## src/rtl/alu_unit.sv

```systemverilog
// Registered ALU: AND/OR/ADD/SUB/SLT with optional B inversion.
// Result and zero flag update one clock after the operands are sampled.
module alu_unit #(
    parameter int WIDTH = 8
) (
    input  logic             clk,
    input  logic             reset,
    input  logic [WIDTH-1:0] a,
    input  logic [WIDTH-1:0] b,
    input  logic [2:0]       f,
    output logic [WIDTH-1:0] y,
    output logic             zero
);

    logic [WIDTH-1:0] bb;
    logic [WIDTH-1:0] s;
    logic [WIDTH-1:0] y_next;

    assign bb = f[2] ? ~b : b;
    // f[2] doubles as carry-in so that invert-plus-one yields a - b
    assign s  = a + bb + {{(WIDTH-1){1'b0}}, f[2]};

    always_comb begin
        y_next = '0;
        unique case (f[1:0])
            2'b00: y_next = a & bb;
            2'b01: y_next = a | bb;
            2'b10: y_next = s;
            2'b11: y_next = {{(WIDTH-1){1'b0}}, s[WIDTH-1]};
        endcase
    end

    always_ff @(posedge clk or posedge reset) begin
        if (reset) begin
            y    <= '0;
            zero <= 1'b1;
        end else begin
            y    <= y_next;
            zero <= (y_next == '0);
        end
    end

endmodule

```

## config.mk

```make
export PLATFORM = sky130hd
export DESIGN_NAME = alu_unit
export DESIGN_NICKNAME = d
export VERILOG_FILES = /design/src/rtl/alu_unit.sv
export SDC_FILE = /design/constraint.sdc
export NUM_CORES = 1
export LEC_CHECK = 0
export CORE_MARGIN = 1
export CORE_UTILIZATION = 48
export DETAILED_ROUTE_END_ITERATION = 8
export HOLD_SLACK_MARGIN = 0.12
export PLACE_DENSITY = 0.89
export SYNTH_ARGS = -nofsm -noshare
export SYNTH_HDL_FRONTEND = slang
export SYNTH_SLANG_ARGS = --single-unit
```

## constraint.sdc

```tcl
create_clock -name clk -period 0.8 [get_ports clk]
set_input_delay 0.08 -clock clk [delete_from_list [all_inputs] [get_ports clk]]
set_output_delay 0.08 -clock clk [all_outputs]
set_load 0.01 [all_outputs]
```

==> results of run 1 <==
[cell families after synthesis]
logic type,count (synthesis),share of synthesized area (%)
AOI/OAI and AO/OA,27,19.15
xor gates and xnor gates,15,12.11
adders and majority gates,17,20.30
buffers and inverters,25,11.42
DFF,9,20.88
muxes,3,3.114
and+or+nand+nor,23,13.03
[Yosys cell counts, types with 2 or more instances]
cell type  instances
nand2b_1           2
o211ai_1           3
nor2_1             5
xor2_1             9
buf_6              4
mux2i_1            2
xnor2_1            6
dfrtp_1            8
a21o_1             2
a221o_1            4
nor3_1             2
a21oi_1            3
ha_1              16
o22ai_1            3
inv_1             21
nand2_1            5
o21ai_0            5
[metrics by stage]
stage          setup TNS [ns]  utilization (%)  cell area (µm²)
4_1_cts                -7.688            97.12             1983
3_5_place_dp           -14.75            80.76             1649
3_3_place_gp           -13.86            80.76             1649
2_1_floorplan          -7.190                -             1134
[repair_timing]
item	in CTS
buffers inserted	9
gates resized for setup	111
hold endpoints to repair	8
setup endpoints to repair	18
cloned	1
pin swaps	28
==> summary.md, run 1 <==
| Metric | Value |
|---|---|
| Clk buf depth | 2 |
| Chip width | 49.54 µm |
| DP Worst Slack | -2.033 ns |
| H-tree Lvls | 1 |
| Mapped Nets | approximately 160 |
| Row cnt | 16 |
| Top cells by area, synth | dfrtp_1 18%, ha_1 18%, inv_1 7.3%, xor2_1 7.3%, xnor2_1 4.8% |
| Port Buffers | 29 |
| Worst_ep grt | zero$_DFF_PP1_/D |
| Exit stage | global routing (5_1_grt) |
| Worst EP kind | register input |
| GP Congestion | 0.9308 |
| Pin count of the biggest net entering global routing | 10 |
| Synth Flop Type | dfrtp_1 |
| Sequential area share after synthesis | a little over a fifth |
| Unique masters post-synth | 36 |
| Clk sink count | 9 |
| Post-Synthesis Cells | 119 |
| Placed insts | about 200 |
| Hpwl dp | between 2 and 2.5 mm |
| Synth Area per Inst | 9.116 µm² |
| Total CTS buffers | 3 |
| Error | [ERROR DPL-0038] Utilization greater than 100%, impossible to legalize |
| Initial Util | around 53% |
| Post-synth EDFFs | 0 |
| Status | did not finish |
| I/O pins | 30 |
| Yosys warns | 0 |
| Post-synthesis sequential element count | 9 |
| Die Height | 49.54 µm |
| Async set-or-reset flop fraction in the synthesized netlist | 100.0% |
| Synth area leader | dfrtp_1 |
| Mapped Area | 0.001085 mm² |
| Top cell type's share of synthesized area | 18.45% |
| Root buf cell | clkbuf_4 |
==> inputs of run 2 (changes only) <==
CORE_AREA = 2 2 63 65   (was default)
CORE_MARGIN = default   (was 1)
CORE_UTILIZATION = default   (was 48)
DIE_AREA = 0 0 65 67   (was default)
HOLD_SLACK_MARGIN = default   (was 0.12)
PLACE_DENSITY = default   (was 0.89)
PLACE_DENSITY_LB_ADDON = 0.15   (was default)
==> run 2 against run 1 <==
The flow now finishes, with violations (setup timing). Synthesized area unchanged. Synthesized cell count unchanged.
==> summary.md, run 2 <==
| Metric | Value |
|---|---|
| Largest reg by FF count | y |
| Clock-pin slew on the worst setup and hold paths | about 0.040 ns |
| RSZ-0062 raised after global routing | true |
| Commonest non-fill, non-tap cell in the layout | buf_4 |
| Mapped Nets | 157 (unchanged) |
| Die ar. | about 0.0044 mm² |
| Clock power share | ~18% |
| Slew @ Worst Pin | 0.3047 ns |
| H-tree Lvls | 1 (unchanged) |
| Slew headroom | 79.66% |
| Power density over the cells | 1303 mW/mm² |
| Fillers | 298 |
| Port Buffers | 29 (unchanged) |
| Detailed-route via count | 1131 |
| Top Registers | y (8), zero (1) |
| Crit path required time | 0.94 ns |
| CP Capture Type | register |
| Hold/Removal Path Class | primary input to asynchronous set/reset pin |
| GP Congestion | 0.8865 (was 0.9308) |
| Synth Area per Inst | 9.116 µm² (unchanged) |
| Fin crit period | 2.043 ns |
| Synth area leader | dfrtp_1 (unchanged) |
| Hpwl dp | 2.232 mm (was 2.400 mm) |
| Most frequent cell after synthesis | inv_1 (unchanged) |
| Status | complete, but fails checks (was did not finish) |
| Max_cap viols | 0 |
| DP Worst Slack | -2.012 ns (was -2.033 ns) |
| Post-Synth XOR/XNOR Area | 12.11% (unchanged) |
| Hold-fix buffers, CTS | 0 |
| Fin util | 59.58% |
| Largest family of logic cells by synthesized area | adder cells (unchanged) |
| Post-Synthesis Cells | 119 (unchanged) |
| CTS tree | done |
| DRT Pass-1 Iters | 4 |
| Pin count of the biggest net entering global routing | 10 |
| Max FFs per register | 8 |
| First-pass GRT wire length | 4.933 mm |
| Post-synthesis sequential element count | 9 (unchanged) |
| Core ar. | 0.003606 mm² |
| Startpoint types | primary input |
| Tcrit/Tclk final | 255.4% |
| Clk buf depth | 2 (unchanged) |
| Placed insts | 233 (was 202) |
| LEAKAGE | 1.023 nW |
| Post-synthesis mux area share | 3.114% (unchanged) |
| Area grow syn2layout | 98.04% |
| Initial antenna violation count | 0 |
| Unique masters post-synth | 36 (unchanged) |
| Clk sink count | 9 (unchanged) |
| Top cells by area, synth | dfrtp_1 18%, ha_1 18%, inv_1 7.3%, xor2_1 7.3%, xnor2_1 4.8% (unchanged) |
| Chip width | 65 µm (was 49.54 µm) |
| Grt total ovfl | 0 |
| Worst Path Max Fanout | 2 |
| Pint | 1.837 mW |
| Placed cell area | 0.001750 mm² (was 0.001649 mm²) |
| Yosys warns | 0 (unchanged) |
| Worst path arrival time | around 2.2 ns |
| Post-DR vias/cell | 4.579 |
| GRT Total Usage | 14.72% |
| Async set-or-reset flop fraction in the synthesized netlist | 100.0% (unchanged) |
| I/O pins | 30 (unchanged) |
| # nets final | 238 |
| Row cnt | 22 (was 16) |
| Compound-Gate Fraction of Synth Area | 19.15% (unchanged) |
| Simple-Gate Fraction of Synth Area | 13.03% (unchanged) |
| Sequential power share | 19.2% |
| Final Instance Count excl. Fillers | 247 |
| Number of global-route vias before repair | 1184 |
| Ant. Diodes | 0 |
| Final Cell Area | 0.002148 mm² |
| Top cell type's share of synthesized area | 18.45% (unchanged) |
| Sequential area share after synthesis | 20.88% (unchanged) |
| Combinational power share | 62.8% |
| Root buf cell | clkbuf_8 (was clkbuf_4) |
| Most frequent cells in the layout | 48 x buf_4, 13 x inv_1, 10 x ha_4 |
| Post-synth EDFFs | 0 (unchanged) |
| Drt drc | 0 |
| Failing checks | setup timing |
| Post-Route WL | 3.079 mm |
| Switching share of total power | 34.38% |
| Hold Vio Cnt, Final | 0 |
| Switching Power | 962.5 µW |
| Post-Synth Adder-Cell Area | 20.30% (unchanged) |
| Fmax | between 0.4 and 0.5 GHz |
| Total CTS buffers | 3 (unchanged) |
| Mapped Area | 0.001085 mm² (unchanged) |
| Detailed Route Iter0 Violations | 15 |
| Final setup viols | 10 |
| Setup tns final | -7.153 ns |
| Initial Util | 30.08% (was 53.12%) |
| Final Worst Setup Slack | -1.243 ns |
| WL/cell | roughly 12 µm |
| Setup CP Type | primary input to register |
| Die Height | 67 µm (was 49.54 µm) |
| Final Slew Violations | 0 |
| Synth Flop Type | dfrtp_1 (unchanged) |
| Commonest cells post-synth | 21 x inv_1, 16 x ha_1, 9 x xor2_1, 8 x dfrtp_1, 6 x xnor2_1 (unchanged) |
| Share of cells above drive strength 1 | between 60% and 70% |
| Detail Route Antenna Nets | 0 |
| Peak supply drop | approximately 0.44 mV |
[run 2: path summary, 6_finish.rpt]
kind | startpoint | to | slack (ns)
min in group clk | f[2] | y[1]$_DFF_PP0_ | 0.40
max in group asynchronous | reset | zero$_DFF_PP1_ | 0.42
worst min-delay path | reset | y[0]$_DFF_PP0_ | 0.10
worst max-delay path | b[0] | zero$_DFF_PP1_ | -1.24
[run 2: repair_timing]
| action | in CTS | in global routing |
|---|---|---|
| gates cloned | 0 | 0 |
| pin swaps | 28 | 19 |
| setup buffers | 11 | 3 |
| endpoints found under the setup margin | 18 | 17 |
| resized for setup | 95 | 34 |
[run 2: cell families after synthesis]
| family | count (synthesis) |
|---|---|
| DFF | 9 |
| muxes | 3 |
| and+or+nand+nor | 23 |
| adders and majority gates | 17 |
| xor gates and xnor gates | 15 |
| buffers and inverters | 25 |
| AOI/OAI and AO/OA | 27 |
[run 2: cell type report]
type,instances,area (µm²),area share (%)
clock buffer,4,45.04,2.097
multi-input combinational,85,1082,50.38
tap,48,60.06,2.796
sequential,9,226.5,10.54
timing repair buffer,80,655.6,30.52
inverter,21,78.83,3.669
[run 2: per-layer routing]
metal,vias to the layer above,global-route usage [%],part of all wire (%)
met5,-,0,0
met4,0,7.181,1.3
met3,4,1.858,4.0
met2,25,29.38,56
met1,537,14.86,39
li1,565,-,-
[run 2: critical path, cell delays in order]
cell     delay, ns
buf_8         0.08
mux2i_4       0.22
inv_2         0.06
fa_2          0.33
a21o_1        0.19
a21oi_2       0.15
xnor2_1       0.08
a221o_1       0.32
or4_4         0.54
nor4_4        0.13
[run 2: per-stage QoR]
stage               power, mW  hold slack, ns
floorplan               1.258        -0.09280
global placement        1.876          0.3450
detailed placement      1.897          0.3436
CTS                     2.651          0.1045
finish                  2.800          0.1015
global route            2.990          0.1296
[run 2: power by group through the flow]
stage	clock [mW]	sequential [mW]	combinational, mW
6_report	0.505	0.536	1.76
5_1_grt	0.547	0.544	1.90
4_1_cts	0.526	0.538	1.59
3_5_place_dp	0	0.546	1.35
3_3_place_gp	0	0.544	1.33
2_1_floorplan	0	0.583	0.675
Note: power is estimated with default switching activity, not from simulation.
